===== config.mk =====
export PLATFORM = sky130hd
export DESIGN_NAME = slot_sram_sequencer
export DESIGN_NICKNAME = d
export VERILOG_FILES = /design/src/rtl/slot_sram_pkg.sv /design/src/rtl/slot_counter.sv /design/src/rtl/slot_sram_sequencer.sv
export SDC_FILE = /design/constraint.sdc
export NUM_CORES = 1
export LEC_CHECK = 0
export CAP_MARGIN = 10
export CELL_PAD_IN_SITES_DETAIL_PLACEMENT = 1
export CELL_PAD_IN_SITES_GLOBAL_PLACEMENT = 1
export CORE_UTILIZATION = 25
export CTS_BUF_LIST = sky130_fd_sc_hd__clkbuf_2 sky130_fd_sc_hd__clkbuf_4 sky130_fd_sc_hd__clkbuf_8
export CTS_CLUSTER_SIZE = 12
export DETAILED_ROUTE_END_ITERATION = 10
export GPL_TIMING_DRIVEN = 0
export PLACE_DENSITY_LB_ADDON = 0.15
export SETUP_SLACK_MARGIN = 0.05
export SLEW_MARGIN = 20
export SYNTH_ARGS = -nofsm -noshare
export SYNTH_HDL_FRONTEND = slang
export SYNTH_SLANG_ARGS = --single-unit
export TNS_END_PERCENT = 50

===== constraint.sdc =====
create_clock -name SYNC_IN -period 4.3 [get_ports SYNC_IN]
set_clock_uncertainty 0.15 [all_clocks]
set_input_delay 0.86 -clock SYNC_IN [delete_from_list [all_inputs] [get_ports SYNC_IN]]
set_output_delay 0.86 -clock SYNC_IN [all_outputs]
set_load 0.01 [all_outputs]

===== src/rtl/slot_sram_pkg.sv =====
// Shared types and width helpers for the time-slot SRAM sequencer.
package slot_sram_pkg;

  typedef enum logic [1:0] {
    OP_IDLE,
    OP_ENG_RD,
    OP_CPU_RD,
    OP_CPU_WR
  } ram_op_t;

  localparam int unsigned DEF_VOICES = 16;
  localparam int unsigned DEF_SLOTS  = 4;
  localparam int unsigned SLOT_W     = $clog2(DEF_SLOTS);
  localparam int unsigned VOICE_W    = $clog2(DEF_VOICES);

  // Index width for a counter of n states; never narrower than one bit.
  function automatic int unsigned idx_w(input int unsigned n);
    return (n < 2) ? 1 : $clog2(n);
  endfunction

endpackage


===== src/rtl/slot_counter.sv =====
// Slot/voice counter chain with a registered frame-sync for the last slot of the last voice.
module slot_counter
  import slot_sram_pkg::*;
#(
  parameter int unsigned SLOTS  = DEF_SLOTS,
  parameter int unsigned VOICES = DEF_VOICES
) (
  input  logic                     clk,
  input  logic                     rst_n,
  output logic [idx_w(SLOTS)-1:0]  slot,
  output logic [idx_w(VOICES)-1:0] voice,
  output logic                     fsync
);

  localparam int unsigned SW = idx_w(SLOTS);
  localparam int unsigned VW = idx_w(VOICES);
  localparam logic [SW-1:0] SLOT_MAX  = SW'(SLOTS - 1);
  localparam logic [VW-1:0] VOICE_MAX = VW'(VOICES - 1);

  logic [SW-1:0] slot_nxt;
  logic [VW-1:0] voice_nxt;

  // Slot wraps every voice; voice advances on slot wrap and wraps per frame.
  always_comb begin
    slot_nxt  = slot + SW'(1);
    voice_nxt = voice;
    if (slot == SLOT_MAX) begin
      slot_nxt  = '0;
      voice_nxt = (voice == VOICE_MAX) ? '0 : voice + VW'(1);
    end
  end

  always_ff @(posedge clk or negedge rst_n) begin
    if (!rst_n) begin
      slot  <= '0;
      voice <= '0;
      fsync <= 1'b0;
    end else begin
      slot  <= slot_nxt;
      voice <= voice_nxt;
      fsync <= (slot_nxt == SLOT_MAX) && (voice_nxt == VOICE_MAX);
    end
  end

endmodule


===== src/rtl/slot_sram_sequencer.sv =====
// Time-slot SRAM sequencer: engine reads in every slot except the reserved CPU slot,
// which serves a one-deep CPU request buffer.
module slot_sram_sequencer
  import slot_sram_pkg::*;
#(
  parameter int unsigned VOICES          = DEF_VOICES,
  parameter int unsigned SLOTS_PER_VOICE = DEF_SLOTS,
  parameter int unsigned CPU_SLOT        = 3,
  parameter int unsigned ADDR_W          = 11,
  parameter int unsigned DATA_W          = 8
) (
  input  logic                               SYNC_IN,
  input  logic                               RESET_N_IN,
  output logic [idx_w(SLOTS_PER_VOICE)-1:0]  SLOT_OUT,
  output logic [idx_w(VOICES)-1:0]           VOICE_OUT,
  output logic                               FSYNC_OUT,
  input  logic [ADDR_W-1:0]                  ENG_ADDR_IN,
  output logic [DATA_W-1:0]                  ENG_DATA_OUT,
  output logic                               ENG_VALID_OUT,
  input  logic                               CPU_REQ_IN,
  input  logic                               CPU_RW_IN,
  input  logic [ADDR_W-1:0]                  CPU_ADDR_IN,
  input  logic [DATA_W-1:0]                  CPU_WDATA_IN,
  output logic [DATA_W-1:0]                  CPU_RDATA_OUT,
  output logic                               CPU_ACK_OUT,
  output logic                               CPU_BUSY_OUT,
  output logic                               CPU_ERR_OUT,
  output logic [ADDR_W-1:0]                  RAM_A_OUT,
  output logic [DATA_W-1:0]                  RAM_D_OUT,
  input  logic [DATA_W-1:0]                  RAM_D_IN,
  output logic                               RAM_D_DRIVE_OUT,
  output logic                               RAM_OE_N_OUT,
  output logic                               RAM_WE_N_OUT
);

  localparam int unsigned SW = idx_w(SLOTS_PER_VOICE);
  localparam logic [SW-1:0] CPU_SLOT_IDX = SW'(CPU_SLOT);

  typedef struct packed {
    logic              rw;
    logic [ADDR_W-1:0] addr;
    logic [DATA_W-1:0] wdata;
  } cpu_req_t;

  ram_op_t  op_nxt;
  ram_op_t  op_q;
  cpu_req_t req_q;
  logic     busy_q;
  logic     accept;
  logic     drop;
  logic     cpu_done;

  slot_counter #(
    .SLOTS  (SLOTS_PER_VOICE),
    .VOICES (VOICES)
  ) u_slot_counter (
    .clk   (SYNC_IN),
    .rst_n (RESET_N_IN),
    .slot  (SLOT_OUT),
    .voice (VOICE_OUT),
    .fsync (FSYNC_OUT)
  );

  // Issue decision from the slot currently shown; the CPU slot only runs a buffered request.
  always_comb begin
    op_nxt = OP_IDLE;
    if (SLOT_OUT != CPU_SLOT_IDX) begin
      op_nxt = OP_ENG_RD;
    end else if (busy_q) begin
      op_nxt = req_q.rw ? OP_CPU_RD : OP_CPU_WR;
    end
  end

  assign accept   = CPU_REQ_IN && !busy_q;
  assign drop     = CPU_REQ_IN && busy_q;
  assign cpu_done = (op_q == OP_CPU_RD) || (op_q == OP_CPU_WR);
  assign CPU_BUSY_OUT = busy_q;

  // One-deep request buffer; busy clears at the edge that raises the ack.
  always_ff @(posedge SYNC_IN or negedge RESET_N_IN) begin
    if (!RESET_N_IN) begin
      req_q       <= '0;
      busy_q      <= 1'b0;
      CPU_ERR_OUT <= 1'b0;
    end else begin
      CPU_ERR_OUT <= drop;
      if (accept) begin
        req_q  <= '{rw: CPU_RW_IN, addr: CPU_ADDR_IN, wdata: CPU_WDATA_IN};
        busy_q <= 1'b1;
      end else if (cpu_done) begin
        busy_q <= 1'b0;
      end
    end
  end

  // SRAM pin stage; the address is held through idle slots.
  always_ff @(posedge SYNC_IN or negedge RESET_N_IN) begin
    if (!RESET_N_IN) begin
      op_q            <= OP_IDLE;
      RAM_A_OUT       <= '0;
      RAM_D_OUT       <= '0;
      RAM_D_DRIVE_OUT <= 1'b0;
      RAM_OE_N_OUT    <= 1'b1;
      RAM_WE_N_OUT    <= 1'b1;
    end else begin
      op_q            <= op_nxt;
      RAM_D_DRIVE_OUT <= 1'b0;
      RAM_OE_N_OUT    <= 1'b1;
      RAM_WE_N_OUT    <= 1'b1;
      case (op_nxt)
        OP_ENG_RD: begin
          RAM_A_OUT    <= ENG_ADDR_IN;
          RAM_OE_N_OUT <= 1'b0;
        end
        OP_CPU_RD: begin
          RAM_A_OUT    <= req_q.addr;
          RAM_OE_N_OUT <= 1'b0;
        end
        OP_CPU_WR: begin
          RAM_A_OUT       <= req_q.addr;
          RAM_D_OUT       <= req_q.wdata;
          RAM_D_DRIVE_OUT <= 1'b1;
          RAM_WE_N_OUT    <= 1'b0;
        end
        default: ;
      endcase
    end
  end

  // Return path: read data captured at the end of the access cycle.
  always_ff @(posedge SYNC_IN or negedge RESET_N_IN) begin
    if (!RESET_N_IN) begin
      ENG_DATA_OUT  <= '0;
      ENG_VALID_OUT <= 1'b0;
      CPU_RDATA_OUT <= '0;
      CPU_ACK_OUT   <= 1'b0;
    end else begin
      ENG_VALID_OUT <= (op_q == OP_ENG_RD);
      CPU_ACK_OUT   <= cpu_done;
      if (op_q == OP_ENG_RD) begin
        ENG_DATA_OUT <= RAM_D_IN;
      end
      if (op_q == OP_CPU_RD) begin
        CPU_RDATA_OUT <= RAM_D_IN;
      end
    end
  end

endmodule

* Word level (Yosys, flattened, before mapping) *
Cells that the tools add are included.

cells by class
  equal/unequal tests = 11
  reductions and logical operators = 9
  multiplexer cells = 12
  $add $sub $neg = 2

operators with widths
  kind                                                                    count
  11-bit one-hot mux with 2 select lines                                  1
  2-bit equality test (second input constant)                             6
  4-bit equality test (second input constant)                             2
  4-bit 2-to-1 mux                                                        2
  1-bit 2-to-1 mux                                                        6
  2-bit 2-to-1 mux                                                        3
  4-bit by 1-bit adder with 4-bit output (second input constant)          1
  2-bit by 1-bit equality test with 1-bit output (second input constant)  2
  2-bit nonzero test                                                      2
  2-bit OR reduction                                                      2
  1-bit logical AND                                                       3
  2-bit by 1-bit adder with 2-bit output (second input constant)          1
  2-bit != test (second input constant)                                   1
  1-bit zero test                                                         1
  1-bit logical OR                                                        1

word-level totals
  output and inout port bits = 49
  input bits = 42
  register bits = 71
  word-level logic and storage cells = 52

* Logic depth before layout (Yosys ltp) *
Gate-level depths: netlist of run 1.

  depth after elaboration = 6
  depth in mapped cells = 8
  gate-level depth less buffers = 6

* Hierarchy *
Synthesis of run 1 repeated with hierarchy kept, for this count alone.

unflattened totals
  cells, all modules = 191
  area total of the unflattened synthesis = 2813.9 um^2

by module, submodules not included
  module               seq. area each (um^2)  cells an instance  area an instance (um^2)  instances
  slot_sram_sequencer  1604.0                 164                2496.1                   1
  slot_counter         175.2                  27                 317.8                    1

* Worst setup path after synthesis of run 1 *
OpenSTA, ideal clock, no wires.

  path kind = register -> register
  from = register u_slot_counter.slot[0]
  to = register RAM_D_OUT[0]
  slack = 2317 ps
  stages on the path, launching flop included = 9
  period minus slack after synthesis = 1983 ps
  arrival time = 1708 ps
  data required time = 4025 ps
  buffers on the path = 3
  library setup time = 125 ps
  cell sequence = dfrtp_1 > ha_1 > buf_6 > nand2_2 > buf_8 > inv_1 > ha_1 > buf_2 > mux2_2

between the ends
  word-level cells in the longest chain between the ends = 3

RTL lines
  element                   RTL line                    source
  start: declaration        slot_counter.sv:10          output logic [idx_w(SLOTS)-1:0] slot,
  start signal: assignment  slot_counter.sv:39          slot <= slot_nxt;
  2-bit != test             slot_sram_sequencer.sv:67   if (SLOT_OUT != CPU_SLOT_IDX) begin
  2-bit 2-to-1 mux          slot_sram_sequencer.sv:67
  via op_nxt[1]             slot_sram_sequencer.sv:45   ram_op_t op_nxt;
  2-bit equality test       slot_sram_sequencer.sv:110  case (op_nxt)
  end signal: assignment    slot_sram_sequencer.sv:121  RAM_D_OUT <= req_q.wdata;
  end: declaration          slot_sram_sequencer.sv:29   output logic [DATA_W-1:0] RAM_D_OUT,

The timed path passes the listed nets, and every way through them passes these cells.
A chain may end at the register's enable or synchronous reset.

* Worst setup path after layout of run 1 *
  from = register RAM_OE_N_OUT
  to = output port RAM_OE_N_OUT

RTL lines
  element                   RTL line                    source
  start: declaration        slot_sram_sequencer.sv:32   output logic RAM_OE_N_OUT,
  start signal: assignment  slot_sram_sequencer.sv:103  RAM_OE_N_OUT <= 1'b1;
  start signal: assignment  slot_sram_sequencer.sv:108  RAM_OE_N_OUT <= 1'b1;
  start signal: assignment  slot_sram_sequencer.sv:113  RAM_OE_N_OUT <= 1'b0;

No word-level cell between the ends.

==> results.toml, run 1 <==
[status]
status = "finished clean"

[critical_path]
path_class = "reg -> out"
cp_cell_sequence = "clkdlybuf4s50_1"
end_kind = "output pin"
critPathMaxStageDelay_ns = 0.55
crit_required_ns = 3.29
r2r_cells = 8
r2r_start = "u_slot_counter.slot[0]"
rr_endpoint = "RAM_A_OUT[9]"
critPathLaunchType = "register"
path_buf_inv = 1
reg2reg_setup_slack_ns = 2.12
crit_slowest_cell = "clkdlybuf4s50_1"
crit_arrival_ns = 1.40
cp_max_fo = 1
critical-path-top-delay-family = "buffers and inverters"

[yosys]
ys_seq_area_share_pct = 64.00
yosysUniqueCellTypes = 24
syn_area_per_cell_um2 = 13.37
async_flop_share_pct = 100.0
netlist_area_um2 = 2780
yosysTopAreaCell = "dfrtp_1"
ys_top_cells_by_count = "dfrtp_1 (69), nand2_1 (37), mux2_2 (36)"
syn_inst = 208
synth_edf_count = 0
synth_area_leaders = "dfrtp_1 (62%), mux2_2 (15%), nand2_1 (5.0%), mux2i_1 (4.0%), o21ai_0 (2.5%)"
ys_warn_count = 0
synth.ff_latch_count = 71
syn-num-nets = 255
synth_ff_type = "dfrtp_1"
synth_top_area_share_pct = 62.11
yosysMostFrequentCell = "dfrtp_1"

[timing]
report.final.slew_viol_count = 0
fmax_mhz = 415.6
post-route-min-period_ns = 2.406
setup_ws_ns = 1.894
finalHoldViolCount = 0
rsz0062_at_grt = "no"
setup_viol = 0
worstMarginPinSlew_ns = 0.5223
period_share_pct = 55.95
maxSlewHeadroom_pct = 65.18

[global_route]
grt.overflow.total = 0
grt_pass1_wl_um = 10030
antenna_found_initial = 0
grt_max_degree = 38
grtUsageTotal_pct = 11.69
grt_pass1_vias = 2001

[clock_tree]
clkTransAtPathRegs_ns = 0.07
cts_resized = 0
cts_hold_repair.buffers = 0
cts_made_buffers = 9
cts_tree = "done"
htree_levels = 3
clock_path_buffers = 2
cts-root-buf = "clkbuf_8"
cts_setup_buffers = 0
clkLatencyLatePin_ns = 0.34
clock-sinks = 71

[worst_hold_path]
min_path_type = "in -> async"

[job]
max_cap_violations = 0

[final_layout]
instances_no_fill = 455
multi_input_area_um2 = 904.6
fillers = 1174
fin_area_um2 = 4060
area_growth_pct = 46.04
fin_nets = 357
drive_gt1_share_pct = 20.32
antenna_cells = 0
seq_area_um2 = 1779

[floorplanning]
start_util_pct = 25.65
dieHeight_um = 107.5
die_x_um = 107.5
rows = 38
coreArea_um2 = 10840
die-area_um2 = 11550
ios = 91

[place]
dp.cells = 439
post_dp_cell_area_um2 = 3874
hpwlAfterDp_um = 4463
dp_slack_ns = 1.713
gp_congestion = 0.6484
io_buffers = 90

[drt]
drc = 0
wl_per_cell_um = 13.77
first_pass_iters = 2
ant_nets = 0
drt-vias-per-instance = 4.207
drtIter0Drc = 30
wl_um = 6264
vias = 1914

[power_and_ir_drop]
vdd_drop_max_v = 0.0001818
leakagePower_nw = 1.794
finalPower_w = 0.002031
p_per_area_nw_per_um2 = 500.2
## how the worst max path moves through the flow
| stage | startpoint | to | slack, ns | cells past startpoint |
|---|---|---|---|---|
| 2_1_floorplan | u_slot_counter.slot[0] | RAM_D_OUT[0] | 2.32 | 8 |
| 3_3_place_gp | RESET_N_IN | RAM_D_OUT[6] | -0.45 | 1 |
| 3_5_place_dp | CPU_REQ_IN | req_q[4] | 1.71 | 4 |
| 4_1_cts | RAM_OE_N_OUT | RAM_OE_N_OUT | 1.85 | 1 |
| 5_1_grt | RAM_WE_N_OUT | RAM_WE_N_OUT | 1.85 | 1 |
| 6_report | RAM_OE_N_OUT | RAM_OE_N_OUT | 1.89 | 1 |
## layout by cell type (no fill, tap or decap), drive strengths merged
cell           Yosys  layout
clkdlybuf4s50      0      89
dfrtp             69      69
nand2             38      38
mux2              37      37
clkbuf             5      20
o21ai             14      14
mux2i             11      11
buf                6       8
inv                7       7
ha                 5       5
nor2b              4       4
dfstp              2       2
xnor2              2       2
nand4              2       2
a41oi              1       1
a21oi              1       1
nor2               1       1
and2               1       1
nand2b             1       1
o21bai             1       1
clkinv             0       1
## power breakdown
group | internal (W) | leakage, nW | switching [W]
clock | 0.000267 | 0.101 | 0.000240
sequential | 0.000871 | 0.837 | 0.000101
combinational | 0.000356 | 0.855 | 0.000195
total | 0.00149 | 1.79 | 0.000536
## metal layers
metal | wire [µm] | vias up | track usage (%)
met4 | 124 | 0 | 7.045
met1 | 2825 | 953 | 14.67
met3 | 358 | 8 | 2.663
met5 | 0 | - | 0
met2 | 2955 | 58 | 18.29
li1 | - | 895 | -
## stage by stage
stage | setup TNS [ns] | hold WS, ns | utilization, %
detailed placement | 0 | 0.3221 | 35.73
global route | 0 | 0.3468 | 37.45
floorplan | 0 | 0.3074 | -
global placement | -30.87 | 0.3129 | 35.57
finish | 0 | 0.3209 | 37.45
CTS | 0 | 0.3208 | 37.45
## registers in the layout, summed over array words and instances, names as in the netlist, 2 cells and up
register	cells
CPU_RDATA_OUT	8
ENG_DATA_OUT	8
RAM_A_OUT	11
RAM_D_OUT	8
op_q	2
req_q	20
u_slot_counter.slot	2
u_slot_counter.voice	4
## area by class of cell
cell class,instances,share of cell area (%)
inverters,7,0.6472
clock buffers,15,4.468
clock inverters,1,0.1233
well taps,140,4.314
multi-input cells,119,22.28
plain buffers,11,1.726
flip-flops and latches,71,43.82
repair buffers,91,22.62
## logic make-up (layout without fill, tap and decap cells)
group	after synthesis	count (layout)	synth area share (%)
xor gates and xnor gates	2	2	0.6302
DFF	71	71	64.00
AOI/OAI and AO/OA	17	17	3.556
muxes	48	48	18.95
and+or+nand+nor	47	47	7.156
adders and majority gates	5	5	2.250
buffers and inverters	18	125	3.465
(Power assumes the default switching activity.)
==> inputs of run 2 (changes only) <==
- clock period: 4.3 -> 2.4 ns (I/O delays scaled with it)
==> run 2 against run 1 <==
Effect of this change:
- utilization is 0.10 points higher
- sequential power is 79% higher
- hold slack better by 0.0054 ns
- global-route usage stayed put
- critical endpoint is now RAM_A_OUT[2]
- register-to-register slack worse by 1.9 ns
- clock power is 79% higher
- count of clock-buffer cells in the layout stayed put
- sequential share of layout area is 0.12 points lower
- final cell count is 0.22% higher
- final area is 0.28% higher
==> results.toml, run 2 (synthesis gave the netlist of run 1 again) <==
[status]
status = "finished clean"

[critical_path]
cp_max_fo = 10
crit_required_ns = 2.45
crit_arrival_ns = 2.20
end_kind = "register"
critPathLaunchType = "register"
path_class = "reg -> reg"

[final_layout]
area_growth_pct = 46.44
antenna_cells = 0
utilization_pct = 37.56
mostFrequentLayoutCells = "clkdlybuf4s50_1 (89), dfrtp_1 (69), nand2_1 (37)"
final_common_cell = "clkdlybuf4s50_1"
fin_nets = 358
drive_gt1_share_pct = 20.57
largestRegisters = "req_q x20, RAM_A_OUT x11"
fin_area_um2 = 4071
largest_register_ffs = 20
max_flop_register = "req_q"

[drt]
drtIter0Drc = 28
wl_per_cell_um = 13.75
drc = 0
first_pass_iters = 2
wl_um = 6272
ant_nets = 0
drt-vias-per-instance = 4.197
vias = 1914

[timing]
period_share_pct = 89.58
post-route-min-period_ns = 2.150
finalHoldViolCount = 0
whs_ns = 0.3263
report.final.slew_viol_count = 0
fmax_mhz = 465.2
maxSlewHeadroom_pct = 68.88
setup_viol = 0
worstMarginPinSlew_ns = 0.4667
rsz0062_at_grt = "no"
setup_ws_ns = 0.2502

[power_and_ir_drop]
vdd_drop_max_v = 0.0003256
finalPower_w = 0.003640
leakagePower_nw = 1.801
p_per_area_nw_per_um2 = 894.1

[place]
post_dp_cell_area_um2 = 3874
dp_slack_ns = 0.1736
hpwlAfterDp_um = 4463
io_buffers = 90
gp_congestion = 0.6484

[floorplanning]
dieHeight_um = 107.5
start_util_pct = 25.65
die_x_um = 107.5
ios = 91
rows = 38
coreArea_um2 = 10840
die-area_um2 = 11550

[clock_tree]
cts_made_buffers = 9
cts-root-buf = "clkbuf_8"
clock_path_buffers = 2
htree_levels = 3
cts_tree = "done"
clkLatencyLatePin_ns = 0.34
cts_setup_buffers = 0
clock-sinks = 71
clkTransAtPathRegs_ns = 0.08

[global_route]
grt_pass1_wl_um = 10030
grtUsageTotal_pct = 11.69
grt.overflow.total = 0
grt_max_degree = 38
grt_pass1_vias = 2001
antenna_found_initial = 0

[job]
max_cap_violations = 0

[worst_hold_path]
min_path_type = "reg -> reg"
==> run 2: cell count changes in the layout (fill, tap and decap cells not counted), sizes merged <==
cell,delta
dlygate4sd3,+1
==> run 2: final cells by class <==
class                      instances  area, µm²
inverter                           7      26.28
timing repair buffer              92      928.4
buffer                            11      71.32
tap                              140      175.2
clock inverter                     1      5.005
multi-input combinational        119      904.6
clock buffer                      15      181.4
fill                            1176       6769
sequential                        71       1779
==> run 2: worst paths after layout <==
kind | from | endpoint | slack (ns) | cells after the start
worst min-delay path | u_slot_counter.slot[0] | u_slot_counter.slot[0] | 0.33 | 1
worst max register to register | u_slot_counter.slot[0] | RAM_A_OUT[2] | 0.25 | 7
max in group asynchronous | RESET_N_IN | RAM_OE_N_OUT | 0.99 | 3
worst max-delay path | u_slot_counter.slot[0] | RAM_A_OUT[2] | 0.25 | 7
min in group asynchronous | RESET_N_IN | u_slot_counter.voice[2] | 0.49 | 2
worst min register to register | u_slot_counter.slot[0] | u_slot_counter.slot[0] | 0.33 | 1
==> run 2: power by group <==
part           leakage (nW)  internal (W)  switching (W)
clock                 0.101      0.000478       0.000431
sequential            0.837       0.00156       0.000181
combinational         0.863      0.000639       0.000350
total                  1.80       0.00268       0.000962
==> run 2: timing repair <==
item,CTS,global route
setup endpoints to repair,0,4
hold buffers,1,0
hold endpoints to repair,33,0
gates resized for setup,0,2
==> run 2: critical path: stages (launching register included) <==
cell and delay [ns]:
dfrtp_1 0.41, ha_1 0.22, buf_6 0.14, nand2_2 0.14, buf_8 0.18, ha_1 0.23, clkbuf_1 0.38, o21ai_0 0.17
==> run 2: per-layer routing <==
layer	share of wire, %	vias to the layer above	GRT usage (%)
met4	2.0	0	7.045
met1	45	952	14.67
met2	47	58	18.29
met3	5.6	8	2.663
met5	0	-	0
li1	-	896	-
==> run 2: through the flow <==
| step | TNS, ns | std cells |
|---|---|---|
| after floorplan | 0 | 208 |
| after global placement | -137.91 | 438 |
| after detailed placement | 0 | 439 |
| after CTS | 0 | 456 |
| after global routing | 0 | 456 |
| final | 0 | 456 |
==> inputs of run 3 (changes only) <==
- ABC_CLOCK_PERIOD_IN_PS: not set -> 2380
- clock period: 2.4 -> 2.38 ns (I/O delays scaled with it)
==> results of run 3 <==
Same layout as run 2 (identical final DEF). Status: finished clean.
Among the figures that moved: setup slack after placement 0.1736 ns -> 0.1536 ns; setup slack after layout 0.2502 ns -> 0.2302 ns; register-to-register setup slack 0.25 ns -> 0.23 ns; total power 0.003640 W -> 0.003671 W; worst IR drop on VDD 0.0003256 V -> 0.0003284 V
